## src/rtl/multdiv_pkg.sv

```systemverilog
// Shared definitions for the execute-stage multiply/divide unit and the decoder
// that issues its start pulses.
package multdiv_pkg;

  localparam int MD_WIDTH = 32;
  localparam int MD_ITER  = 32;
  localparam int MD_CNT_W = 6;

  // Width of the shared add/subtract datapath: one guard bit above the operands.
  localparam int ADD_W = MD_WIDTH + 1;

  // ALU opcodes that the decoder turns into isMult / isDiv.
  localparam logic [4:0] ALU_MULT = 5'b00110;
  localparam logic [4:0] ALU_DIV  = 5'b00111;

  typedef enum logic [1:0] {
    IDLE = 2'd0,
    MUL  = 2'd1,
    DIV  = 2'd2,
    DONE = 2'd3
  } md_state_t;

  // Magnitude of a two's-complement word; 0x80000000 maps to 2^31 (unsigned).
  function automatic logic [31:0] abs32(input logic [31:0] v);
    return v[31] ? (~v + 32'd1) : v;
  endfunction

  // A 64-bit product fits in signed 32 bits when bits 63..31 are all equal.
  function automatic logic fits_signed32(input logic [63:0] p);
    return (&p[63:31]) | ~(|p[63:31]);
  endfunction

endpackage

```

## src/rtl/multdiv_unit_adder.sv

```systemverilog
// 33-bit carry-lookahead adder (4-bit lookahead groups, rippled between groups);
// the single add/subtract path shared by Booth steps, division and negation.
module adder_cla_32_bit
  import multdiv_pkg::*;
(
  input  logic [ADD_W-1:0] a,
  input  logic [ADD_W-1:0] b,
  input  logic             cin,
  output logic [ADD_W-1:0] sum
);

  localparam int GROUPS = (ADD_W - 1) / 4;

  logic [ADD_W-2:0] g;
  logic [ADD_W-2:0] p;
  logic [ADD_W-2:0] c;
  logic [GROUPS:0]  gc;

  // NOTE: every variable written here gets a value before any conditional
  // logic, so no path leaves one unassigned and no latch is inferred.
  always_comb begin
    g     = a[ADD_W-2:0] & b[ADD_W-2:0];
    p     = a[ADD_W-2:0] ^ b[ADD_W-2:0];
    c     = '0;
    gc    = '0;
    gc[0] = cin;
    for (int k = 0; k < GROUPS; k++) begin
      c[4*k]   = gc[k];
      c[4*k+1] = g[4*k] | (p[4*k] & gc[k]);
      c[4*k+2] = g[4*k+1] | (p[4*k+1] & g[4*k]) | (p[4*k+1] & p[4*k] & gc[k]);
      c[4*k+3] = g[4*k+2] | (p[4*k+2] & g[4*k+1]) | (p[4*k+2] & p[4*k+1] & g[4*k])
               | (p[4*k+2] & p[4*k+1] & p[4*k] & gc[k]);
      gc[k+1]  = g[4*k+3] | (p[4*k+3] & g[4*k+2]) | (p[4*k+3] & p[4*k+2] & g[4*k+1])
               | (p[4*k+3] & p[4*k+2] & p[4*k+1] & g[4*k])
               | (p[4*k+3] & p[4*k+2] & p[4*k+1] & p[4*k] & gc[k]);
    end
    sum[ADD_W-2:0] = p ^ c;
    // Top bit only needs its own sum; the carry out of the wrap is dropped.
    sum[ADD_W-1]   = a[ADD_W-1] ^ b[ADD_W-1] ^ gc[GROUPS];
  end

endmodule

```

## src/rtl/multdiv_unit.sv

```systemverilog
// Multi-cycle signed 32-bit multiply (radix-2 Booth) / divide (restoring on
// magnitudes) responder; result, exception and a one-cycle ready strobe.
module multdiv_unit
  import multdiv_pkg::*;
#(
  parameter int WIDTH = MD_WIDTH,
  parameter int ITER  = MD_ITER,
  parameter int CNT_W = MD_CNT_W
) (
  input  logic             clock,
  input  logic             reset,
  input  logic             ctrl_MULT,
  input  logic             ctrl_DIV,
  input  logic [WIDTH-1:0] data_operandA,
  input  logic [WIDTH-1:0] data_operandB,
  output logic [WIDTH-1:0] data_result,
  output logic             data_exception,
  output logic             data_resultRDY,
  output logic             busy
);

  md_state_t        state;
  logic [CNT_W-1:0] counter;

  // Product {p_hi, p_lo} during MUL; remainder/quotient {R, Q} during DIV.
  logic [WIDTH-1:0] p_hi;
  logic [WIDTH-1:0] p_lo;
  logic [WIDTH-1:0] opnd;
  logic             guard;
  logic             op_div;
  logic             q_neg;
  logic             div_zero;

  logic [WIDTH:0]   add_a;
  logic [WIDTH:0]   add_b;
  logic [WIDTH:0]   add_sum;
  logic             add_cin;

  logic             start;
  logic             last_step;
  logic             div_ge;
  logic [1:0]       booth;

  assign start     = ctrl_MULT | ctrl_DIV;
  assign last_step = (counter == CNT_W'(ITER - 1));
  assign booth     = {p_lo[0], guard};
  assign div_ge    = ~add_sum[WIDTH];

  always_comb begin
    add_a   = '0;
    add_b   = '0;
    add_cin = 1'b0;
    case (state)
      MUL: begin
        add_a = {p_hi[WIDTH-1], p_hi};
        case (booth)
          2'b01: add_b = {opnd[WIDTH-1], opnd};
          2'b10: begin
            add_b   = ~{opnd[WIDTH-1], opnd};
            add_cin = 1'b1;
          end
          default: ;
        endcase
      end
      DIV: begin
        // Trial subtract of |B| from the left-shifted remainder.
        add_a   = {p_hi, p_lo[WIDTH-1]};
        add_b   = ~{1'b0, opnd};
        add_cin = 1'b1;
      end
      DONE: begin
        add_b   = ~{1'b0, p_lo};
        add_cin = 1'b1;
      end
      default: ;
    endcase
  end

  adder_cla_32_bit u_adder (
    .a   (add_a),
    .b   (add_b),
    .cin (add_cin),
    .sum (add_sum)
  );

  // NOTE: datapath registers carry no reset; they are always loaded at the
  // start edge before being read, and the FSM masks them while idle.
  always_ff @(posedge clock) begin
    if (start) begin
      p_hi     <= '0;
      guard    <= 1'b0;
      op_div   <= ~ctrl_MULT;
      q_neg    <= data_operandA[WIDTH-1] ^ data_operandB[WIDTH-1];
      div_zero <= (data_operandB == '0);
      if (ctrl_MULT) begin
        opnd <= data_operandA;
        p_lo <= data_operandB;
      end else begin
        opnd <= abs32(data_operandB);
        p_lo <= abs32(data_operandA);
      end
    end else begin
      case (state)
        MUL: begin
          p_hi  <= add_sum[WIDTH:1];
          p_lo  <= {add_sum[0], p_lo[WIDTH-1:1]};
          guard <= p_lo[0];
        end
        DIV: begin
          p_hi <= div_ge ? add_sum[WIDTH-1:0] : {p_hi[WIDTH-2:0], p_lo[WIDTH-1]};
          p_lo <= {p_lo[WIDTH-2:0], div_ge};
        end
        default: ;
      endcase
    end
  end

  // NOTE: sequential state uses non-blocking assignments so every register
  // samples pre-edge values regardless of statement order.
  always_ff @(posedge clock) begin
    if (reset) begin
      state          <= IDLE;
      counter        <= '0;
      busy           <= 1'b0;
      data_resultRDY <= 1'b0;
      data_result    <= '0;
      data_exception <= 1'b0;
    end else begin
      data_resultRDY <= 1'b0;
      if (start) begin
        // A new pulse aborts whatever was in flight, including a pending DONE.
        state   <= ctrl_MULT ? MUL : DIV;
        counter <= '0;
        busy    <= 1'b1;
      end else begin
        case (state)
          MUL, DIV: begin
            counter <= counter + CNT_W'(1);
            if (last_step) state <= DONE;
          end
          DONE: begin
            state          <= IDLE;
            busy           <= 1'b0;
            data_resultRDY <= 1'b1;
            if (op_div) begin
              data_result    <= div_zero ? '0 : (q_neg ? add_sum[WIDTH-1:0] : p_lo);
              // Only -2^31 / -1 yields a positive 2^31 quotient.
              data_exception <= div_zero | (~q_neg & p_lo[WIDTH-1]);
            end else begin
              data_result    <= p_lo;
              data_exception <= ~fits_signed32({p_hi, p_lo});
            end
          end
          default: state <= IDLE;
        endcase
      end
    end
  end

endmodule

```

## config.mk

```make
export PLATFORM = sky130hd
export DESIGN_NAME = multdiv_unit
export DESIGN_NICKNAME = d
export VERILOG_FILES = /design/src/rtl/multdiv_pkg.sv /design/src/rtl/multdiv_unit_adder.sv /design/src/rtl/multdiv_unit.sv
export SDC_FILE = /design/constraint.sdc
export NUM_CORES = 1
export LEC_CHECK = 0
export ABC_AREA = 1
export CAP_MARGIN = 0
export CORE_MARGIN = 1
export CORE_UTILIZATION = 59
export DETAILED_ROUTE_END_ITERATION = 16
export PLACE_DENSITY_LB_ADDON = 0.12
export SLEW_MARGIN = 20
export SYNTH_ARGS = -nofsm -noshare
export SYNTH_HDL_FRONTEND = slang
export SYNTH_SLANG_ARGS = --single-unit
```

## constraint.sdc

```tcl
create_clock -name clock -period 4.55 [get_ports clock]
set_input_delay 0.91 -clock clock [delete_from_list [all_inputs] [get_ports clock]]
set_output_delay 0.91 -clock clock [all_outputs]
set_load 0.02 [all_outputs]
```

Word level (Yosys, flattened, before mapping) --
Cells that the tools add are included.
Word-level totals: input port bits 68, output and inout bits 35, word-level logic and storage cells 286, flip-flop bits (word level) 143
Operators by class: mux-type cells 24, reduce and logical (&&, ||, !) cells 10, equal/unequal tests 7, bitwise operators 229, add/subtract/negate cells 3
Operators with widths (number):
- $mux 32 | 9
- $pmux 33 s2 | 2
- $and 1x1->1 | 129
- $pmux 32 s2 | 2
- $pmux 33 s3 | 1
- $or 1x1->1 | 83
- $not 32->33 | 2
- $add 32x1->32 const B | 2
- $not 32->32 | 2
- $xor 32x32->32 | 2
- $not 33->33 | 1
- $reduce_and 33->1 | 1
- $reduce_or 33->1 | 1
- $and 32x32->32 | 1
- $logic_not 32->1 | 1
- $mux 2 | 4
- $add 6x1->6 const B | 1
- $eq 2x2->1 const B | 3
- $eq 6x5->1 const B | 1
- $not 1->1 | 6
- $reduce_or 2->1 | 3
- $mux 1 | 5
- $eq 2x1->1 const B | 2
- $reduce_bool 2->1 | 2
- other kinds (5) | 7

Logic depth before layout (Yosys ltp) --
Gate-level depths: netlist of the first run.
depth after elaboration 27, gate-level depth with buffers 34, mapped depth without buffers 32

Cells and area by module --
From an unflattened synthesis of the first run, not the netlist that was laid out.
Second synthesis, totals: cells, all modules 1720, area total of the unflattened synthesis 11740.0 µm²
By module, submodules not included:
- multdiv_unit | sequential area each 3533.4 µm², times used 1, area each 10362.4 µm², cells an instance 1530
- adder_cla_32_bit | sequential area each 0.0 µm², times used 1, area each 1377.6 µm², cells an instance 190

Worst setup path before layout of the first run --
Ideal clock, no wire load.
kind reg-to-reg, start reg state[0], end reg data_result[28], arrival time 3.701 ns, cell stages (with the launch flop) 31, clock period less this slack 3.829 ns, path slack 0.721 ns, setup time 0.128 ns, path through dfxtp_1 inv_1 ha_1 inv_1 nand2_1 inv_1 clkbuf_1 a2bb2oi_1 a21oi_1 ha_1 nand3_1 nor2_1 nand3_1 nand2_2 nand2_2 nand2_2 nand2_2 nand2_4 nand2_4 nand2_4 nand2_4 nand2_4 nand2_4 nand2_4 nand2_4 nand2_4 inv_1 fa_1 nand2_1 a32oi_1 nor2_1
Between the ends: longest elaborated chain between the ends 24, elaborated cells on any way between the ends 91, those cells by class eq/ne (3); mux (6); bitwise (80); reduce/logical (2)
Ends and longest elaborated chain:
- start, declared | RTL line multdiv_unit.sv:22 | md_state_t state;
- start signal, assigned | RTL line multdiv_unit.sv:132 | state <= ctrl_MULT ? MUL : DIV;
- $eq 2x2->1 (tied with other cells) | RTL line multdiv_unit.sv:53, multdiv_unit.sv:136
- $pmux 33 s3 / $pmux 33 s2 (equally long branches) | RTL line multdiv_unit.sv:53 | case (state)
- $xor 32x32->32 / $and 32x32->32 (equally long branches) | RTL line multdiv_unit_adder.sv:23, multdiv_unit_adder.sv:22
- $and 1x1->1 (on tied branches) | RTL line multdiv_unit_adder.sv:33, multdiv_unit_adder.sv:34, multdiv_unit_adder.sv:35
- $or 1x1->1 (tied with other cells) (2 in a row) | RTL line multdiv_unit_adder.sv:33 | gc[k+1] = g[4*k+3] | (p[4*k+3] & g[4*k+2]) | (p[4*k+3] & p[4*k+2] & g[4*k+1])
- $or 1x1->1 / $and 1x1->1 (equally long branches) | RTL line multdiv_unit_adder.sv:34, multdiv_unit_adder.sv:35
- $or 1x1->1 | RTL line multdiv_unit_adder.sv:35 | | (p[4*k+3] & p[4*k+2] & p[4*k+1] & p[4*k] & gc[k]);
- $and 1x1->1 | RTL line multdiv_unit_adder.sv:35
- [... 6 more ...]
- $or 1x1->1 | RTL line multdiv_unit_adder.sv:35
- $and 1x1->1 | RTL line multdiv_unit_adder.sv:35
- $or 1x1->1 | RTL line multdiv_unit_adder.sv:35
- $and 1x1->1 | RTL line multdiv_unit_adder.sv:35
- $or 1x1->1 | RTL line multdiv_unit_adder.sv:35
- $xor 32x32->32 | RTL line multdiv_unit_adder.sv:37 | sum[ADD_W-2:0] = p ^ c;
- $mux 32 (2 in a row) | RTL line multdiv_unit.sv:146 | data_result <= div_zero ? '0 : (q_neg ? add_sum[WIDTH-1:0] : p_lo);
- $mux 32 | RTL line multdiv_unit.sv:145 | if (op_div) begin
- end signal, assigned | RTL line multdiv_unit.sv:146
- end signal, assigned | RTL line multdiv_unit.sv:150 | data_result <= p_lo;
- end, declared | RTL line multdiv_unit.sv:16 | output logic [WIDTH-1:0] data_result,
Parallel ways exist; a longest one is shown, timed or not. A chain may end at the register's enable or synchronous reset.

Final worst setup path of the first run --
start reg state[1], end reg p_hi[22]
Between the ends: longest elaborated chain between the ends 25, elaborated cells on any way between the ends 116, those cells by class eq/ne (3); mux (5); bitwise (106); reduce/logical (2)
Ends and longest elaborated chain:
- $eq 2x2->1 (tied with other cells) | RTL line multdiv_unit.sv:53
- $pmux 33 s3 / $pmux 33 s2 (equally long branches) | RTL line multdiv_unit.sv:53
- $xor 32x32->32 / $and 32x32->32 (equally long branches) | RTL line multdiv_unit_adder.sv:23, multdiv_unit_adder.sv:22
- $and 1x1->1 (on tied branches) | RTL line multdiv_unit_adder.sv:33, multdiv_unit_adder.sv:34, multdiv_unit_adder.sv:35
- $or 1x1->1 (tied with other cells) (2 in a row) | RTL line multdiv_unit_adder.sv:33
- $or 1x1->1 / $and 1x1->1 (equally long branches) | RTL line multdiv_unit_adder.sv:34, multdiv_unit_adder.sv:35
- $or 1x1->1 | RTL line multdiv_unit_adder.sv:35
- $and 1x1->1 | RTL line multdiv_unit_adder.sv:35
- [... 8 more ...]
- $or 1x1->1 | RTL line multdiv_unit_adder.sv:35
- $and 1x1->1 | RTL line multdiv_unit_adder.sv:35
- $or 1x1->1 | RTL line multdiv_unit_adder.sv:35
- $and 1x1->1 | RTL line multdiv_unit_adder.sv:35
- $or 1x1->1 | RTL line multdiv_unit_adder.sv:35
- $xor 1x1->1 | RTL line multdiv_unit_adder.sv:39 | sum[ADD_W-1] = a[ADD_W-1] ^ b[ADD_W-1] ^ gc[GROUPS];
- $mux 32 | RTL line multdiv_unit.sv:110 | p_hi <= div_ge ? add_sum[WIDTH-1:0] : {p_hi[WIDTH-2:0], p_lo[WIDTH-1]};
- $pmux 32 s2 | RTL line multdiv_unit.sv:103 | case (state)
- end signal, assigned | RTL line multdiv_unit.sv:105 | p_hi <= add_sum[WIDTH:1];
- end signal, assigned | RTL line multdiv_unit.sv:110
- end, declared | RTL line multdiv_unit.sv:26 | logic [WIDTH-1:0] p_hi;
Parallel ways exist; a longest one is shown, timed or not.

==> flow_metrics.py, run 1 <==
metrics = {
    "outcome": {
        "status": "complete, no violations",
    },
    "power": {
        "power.leakage_nw": 5.67,
        "ir_drop_v": 0.000259,
        "p_per_area_mw_per_mm2": 287,
    },
    "drt": {
        "drtPass1Iterations": 7,
        "via_per_inst": 6.03,
        "drt-wirelength-per-cell_um": 17.8,
        "drc": 0,
        "ant_nets": 0,
        "drt-total-wl_mm": 34.6,
        "route.vias.total": 11726,
        "drt-initial-drc-count": 1404,
    },
    "floorplan": {
        "chipWidth_um": 141,
        "placementRows": 50,
        "num_io_pins": 103,
        "core_sq_mm": 0.0188,
        "die-area_sq_mm": 0.0198,
        "fp.dieH_um": 141,
        "start_util": 0.605,
    },
    "critical_path": {
        "crit_path_frequent_cell": "nand2_4",
        "cp.required_ns": 4.92,
        "worst_setup_path_start_kind": "flop",
        "cp.arrival_ns": 4.58,
        "slowest_delay_ns": 0.35,
        "cp_slowest_cell": "dfxtp_1",
        "crit_fanout": 13,
        "cp-end-kind": "flop",
        "criticalPathCategory": "flop to flop",
    },
    "cts": {
        "cts_root_buf": "clkbuf_16",
        "cts_tree": "built",
        "cts_sinks": 143,
        "clk_latency_ns": 0.44,
        "clk_pin_slew_ns": 0.06,
        "holdBufCountCts": 0,
        "cts_buffer_depth": 2,
        "h-tree-depth": 4,
        "cts_buffers": 17,
    },
    "synth": {
        "synthCells": 1639,
        "synth-seq-cells": 143,
        "synth_edf_count": 67,
        "async_flop_share": 0,
        "synth-main-ff-cell": "dfxtp_1",
        "synth_warnings": 0,
        "ys_seq_area_frac": 0.311,
        "synth.cell_area_sq_mm": 0.0114,
        "syn_nets": 1755,
        "synth_area_per_cell_sq_um": 6.93,
        "ys_types": 46,
    },
    "global_route": {
        "grt_pass1_vias": 10584,
        "grt.total_usage": 0.353,
        "grt_pass1_wl_mm": 55.1,
        "grt_overflow": 0,
        "antenna_found_initial": 0,
        "grt_max_degree": 68,
    },
    "finish": {
        "final_common_cell": "nand2_1",
        "drive_gt1_frac": 0.0900,
        "post-route-util": 0.699,
        "layout.nets": 1816,
        "layout_common_cells": "nand2_1 (363), a21oi_1 (200), inv_1 (178)",
        "area_delta_synth_final_pct": 15.6,
        "diodes": 0,
    },
    "placement": {
        "pre_cts_slack_ns": 0.260,
        "dp_hpwl_mm": 25.3,
        "port_buffers": 102,
        "place.gp.congestion": 0.945,
    },
    "timing": {
        "period_needed_ns": 4.21,
        "worst_slew_pin_slew_ns": 0.880,
        "slew_headroom": 0.411,
        "fin_crit_sh": 0.925,
        "drv_slew": 0,
        "worst_slack_ns": 0.340,
        "finClkSkew_ns": 0.00851,
        "finalHoldViolations": 0,
        "grt_setup_unrepaired": "no",
        "fin_setup_tns_ns": 0,
        "setup_viol": 0,
        "maxClockFrequency_ghz": 0.238,
    },
    "flow_run": {
        "drv_cap": 0,
    },
    "min_path": {
        "hold_path.class": "flop to flop",
    },
}
[power breakdown]
part / switching, mW / internal (mW) / leakage [nW]
clock: 0.568 / 0.849 / 0.274
combinational: 0.514 / 0.285 / 4.09
sequential: 0.0930 / 1.46 / 1.31
[Yosys cell counts, types with 7 or more instances]
cell type / number / area share
a21oi_1: 200 / 0.088
a21oi_2: 31 / 0.024
a2bb2oi_1: 28 / 0.022
a31oi_1: 7 / 0.0039
a32oi_1: 8 / 0.0062
buf_1: 9 / 0.0030
clkbuf_1: 71 / 0.023
dfxtp_1: 76 / 0.13
edfxtp_1: 67 / 0.18
fa_1: 8 / 0.014
ha_1: 40 / 0.044
inv_1: 179 / 0.059
nand2_1: 363 / 0.12
nand2_2: 39 / 0.021
nand2_4: 10 / 0.0099
nand3_1: 56 / 0.025
nand4_1: 15 / 0.0083
nor2_1: 99 / 0.033
nor3_1: 20 / 0.0088
nor4_1: 12 / 0.0066
o211ai_1: 29 / 0.019
o21ai_0: 169 / 0.074
xnor2_1: 15 / 0.012
xor2_1: 35 / 0.027
[final timing paths]
kind                            depth (start not counted)  slack (ns)                          end                         from
worst min register to register                          2        0.47  data_result[9]$_SDFFE_PP0P_  data_result[9]$_SDFFE_PP0P_
worst min-delay path                                    2        0.47  data_result[9]$_SDFFE_PP0P_  data_result[9]$_SDFFE_PP0P_
worst max register to register                         30        0.34        p_hi[22]$_SDFFE_PN0P_        state[1]$_SDFFE_PP0P_
worst max-delay path                                   30        0.34        p_hi[22]$_SDFFE_PN0P_        state[1]$_SDFFE_PP0P_
[area by class of cell]
class                           count  area, sq um
Tap cell                          234          293
Fill cell                        1603         5640
Clock inverter                     13          148
Inverter                          183          691
Timing Repair Buffer              130         1250
Multi-Input combinational cell   1225         6790
Sequential cell                   143         3530
Clock buffer                       18          429
[worst max-delay path, delay by kind of cell (launching register included)]
kind                       cells  cell delay (ns)
AOI/OAI and AO/OA              3             0.58
and+or+nand+nor               22             2.10
adders and majority gates      2             0.51
DFF                            1             0.35
buffers and inverters          3             0.59
[cells by family after synthesis]
family / after synthesis / synth area share
buf+inv: 272 / 0.0942
fa+ha+maj: 48 / 0.0582
flops: 143 / 0.311
compound gates: 498 / 0.254
simple gates: 627 / 0.243
mux: 1 / 0.000991
xor+xnor: 50 / 0.0386
[what timing repair did]
action,in CTS,in global routing
buffers inserted,0,0
setup endpoints to repair,0,16
resized for setup,0,3
[flip-flops by register name, summed over array words and instances (netlist names)]
name	count
p_lo	32
q_neg	1
data_resultRDY	1
data_result	32
op_div	1
guard	1
state	2
div_zero	1
busy	1
data_exception	1
opnd	32
counter	6
p_hi	32
[layer usage]
layer	wire length, um	up-vias	global-route usage
li1	-	5677	-
met1	15400	5305	0.517
met2	14900	676	0.529
met3	3380	68	0.0493
met4	1010	0	0.131
met5	0	-	0
[per-stage QoR]
step | hold WS, ns | power [mW] | instance area (sq um) | std cells
global route | 0.488 | 3.92 | 13100 | 1946
detailed placement | 0.460 | 2.35 | 12500 | 1914
floorplan | 0.443 | 2.07 | 11400 | 1639
finish | 0.469 | 3.77 | 13100 | 1946
global placement | 0.453 | 2.34 | 12500 | 1914
CTS | 0.471 | 3.75 | 13100 | 1945
Power figures use the tool's default switching activity.
==> run 2: changes to the inputs <==
--- a/config.mk
+++ b/config.mk
@@ -7,6 +7,7 @@
 export LEC_CHECK = 0
 export ABC_AREA = 1
 export CAP_MARGIN = 0
+export CORE_ASPECT_RATIO = 0.9
 export CORE_MARGIN = 1
 export CORE_UTILIZATION = 59
 export DETAILED_ROUTE_END_ITERATION = 16
==> constraint.sdc (replaced) <==
create_clock -name clock -period 4.55 [get_ports clock]
set_input_delay 0.91 -clock clock [delete_from_list [all_inputs] [get_ports clock]]
set_output_delay 0.91 -clock clock [all_outputs]
set_load 0.1 [all_outputs]
==> flow_metrics.py, run 2 (synthesis gave the netlist of run 1 again) <==
metrics = {
    "outcome": {
        "status": "complete, no violations",
    },
    "timing": {
        "fin_crit_sh": 0.936,
        "grt_setup_unrepaired": "yes",
        "finClkSkew_ns": 0.0117,
        "period_needed_ns": 4.26,
        "worst_slew_pin_slew_ns": 0.987,
        "maxClockFrequency_ghz": 0.235,
        "slew_headroom": 0.340,
        "setup_viol": 0,
        "finalHoldViolations": 0,
        "drv_slew": 0,
        "fin_setup_tns_ns": 0,
    },
    "finish": {
        "layout.nets": 1817,
        "diodes": 0,
        "drive_gt1_frac": 0.0933,
        "layout_common_cells": "nand2_1 (363), a21oi_1 (199), inv_1 (178)",
        "stdcell_area_sq_mm": 0.0131,
        "area_delta_synth_final_pct": 15.7,
        "final_common_cell": "nand2_1",
    },
    "critical_path": {
        "slowest_delay_ns": 0.35,
        "worstRegToRegCells": 26,
        "cp_slowest_cell": "dfxtp_1",
        "r2r_slack_ns": 0.29,
        "cp-end-kind": "flop",
        "r2r-end": "p_hi[30]$_SDFFE_PN0P_",
        "startpoint": "state[1]$_SDFFE_PP0P_",
        "cp.arrival_ns": 4.63,
        "worst_setup_path_start_kind": "flop",
        "crit_path_end": "p_hi[30]$_SDFFE_PN0P_",
        "crit_fanout": 20,
        "r2r_start": "state[1]$_SDFFE_PP0P_",
        "crit_path_frequent_cell": "nand2_4",
        "criticalPathCategory": "flop to flop",
        "cp.required_ns": 4.92,
    },
    "drt": {
        "drt-total-wl_mm": 34.5,
        "via_per_inst": 5.94,
        "drt-initial-drc-count": 1228,
        "ant_nets": 0,
        "drt-wirelength-per-cell_um": 17.6,
        "drtPass1Iterations": 6,
        "route.vias.total": 11638,
        "drc": 0,
    },
    "flow_run": {
        "drv_cap": 0,
    },
    "global_route": {
        "grt_max_degree": 68,
        "grt_pass1_wl_mm": 54.6,
        "grt.total_usage": 0.352,
        "grt_pass1_vias": 10406,
        "antenna_found_initial": 0,
        "grt_overflow": 0,
    },
    "placement": {
        "place_area_sq_mm": 0.0125,
        "port_buffers": 102,
        "dp_hpwl_mm": 25.3,
        "place.gp.congestion": 0.970,
    },
    "cts": {
        "clk_latency_ns": 0.43,
        "cts_sinks": 143,
        "cts_buffers": 17,
        "h-tree-depth": 4,
        "cts_root_buf": "clkbuf_16",
        "holdBufCountCts": 0,
        "cts_buffer_depth": 2,
        "cts_tree": "built",
        "clk_pin_slew_ns": 0.06,
    },
    "floorplan": {
        "placementRows": 47,
        "die-area_sq_mm": 0.0198,
        "core_sq_mm": 0.0186,
        "start_util": 0.609,
        "fp.dieH_um": 134,
        "chipWidth_um": 148,
        "num_io_pins": 103,
    },
    "power": {
        "pwr-share-comb": 0.218,
        "p_clk_frac": 0.371,
        "p_sw_frac": 0.334,
        "p_switching_mw": 1.26,
        "internal-power_mw": 2.52,
        "p_per_area_mw_per_mm2": 288,
        "power.leakage_nw": 5.68,
        "power_mw": 3.78,
        "ir_drop_v": 0.000243,
        "pwr-share-seq": 0.411,
    },
    "min_path": {
        "hold_path.class": "flop to flop",
    },
}
-- run 2: cell types whose count changed in the layout (fill, tap and decap cells not counted), sizes merged --
cell / previous run / this run
nand3: 59 / 58
bufinv: 3 / 1
buf: 28 / 30
clkbuf: 18 / 17
inv: 179 / 185
clkinvlp: 4 / 2
-- run 2: repair_timing --
item                                    in CTS  in global routing
resized for setup                            0                  3
setup buffers                                0                  2
endpoints found under the setup margin       0                 35
-- run 2: metal layers --
| metal | wire length (um) | share of wire | vias up | GRT usage |
|---|---|---|---|---|
| met2 | 14500 | 0.42 | 710 | 0.513 |
| met1 | 15400 | 0.45 | 5198 | 0.531 |
| met5 | 0 | 0 | - | 0 |
| met4 | 639 | 0.019 | 0 | 0.0876 |
| li1 | - | - | 5671 | - |
| met3 | 3920 | 0.11 | 59 | 0.0634 |
-- run 2: worst min-delay path by stage --
stage	depth (start not counted)	to	slack (ns)	start
after floorplan	2	counter[5]$_SDFFE_PP0P_	0.44	counter[5]$_SDFFE_PP0P_
after global placement	2	busy$_SDFFE_PP0P_	0.45	busy$_SDFFE_PP0P_
after detailed placement	2	data_result[13]$_SDFFE_PP0P_	0.46	data_result[13]$_SDFFE_PP0P_
after CTS	2	data_result[13]$_SDFFE_PP0P_	0.47	data_result[13]$_SDFFE_PP0P_
after global routing	2	data_result[5]$_SDFFE_PP0P_	0.49	data_result[5]$_SDFFE_PP0P_
final	2	data_result[13]$_SDFFE_PP0P_	0.46	data_result[13]$_SDFFE_PP0P_
-- run 2: area by class of cell --
type                            count  area, sq um
Clock inverter                     15          150
Timing Repair Buffer              132         1260
Inverter                          183          691
Clock buffer                       17          425
Sequential cell                   143         3530
Multi-Input combinational cell   1224         6780
Tap cell                          245          307
Fill cell                        1545         5500
-- run 2: power groups by stage --
| stage | clock network (mW) | logic (mW) | registers, mW |
|---|---|---|---|
| after global routing | 1.44 | 0.905 | 1.56 |
| after detailed placement | 0 | 0.803 | 1.57 |
| after global placement | 0 | 0.792 | 1.57 |
| after floorplan | 0 | 0.527 | 1.56 |
| after CTS | 1.40 | 0.807 | 1.55 |
| final | 1.40 | 0.825 | 1.55 |
-- run 2: worst max-delay path: cells and delay by family (launching register included) --
kind,cells,cell delay [ns]
adder cells (fa/ha/maj),2,0.52
AND/OR/NAND/NOR,15,1.37
AO/OA/AOI/OAI,6,1.24
flip-flops,1,0.35
buffers and inverters,3,0.68
-- run 2: per-stage QoR --
stage	hold WS (ns)	util	cells	worst slack, ns
floorplan	0.443	-	1639	0.718
global placement	0.452	0.673	1925	0.480
detailed placement	0.458	0.673	1925	0.298
CTS	0.466	0.704	1957	0.299
global route	0.486	0.705	1959	-0.00886
finish	0.464	0.705	1959	0.290
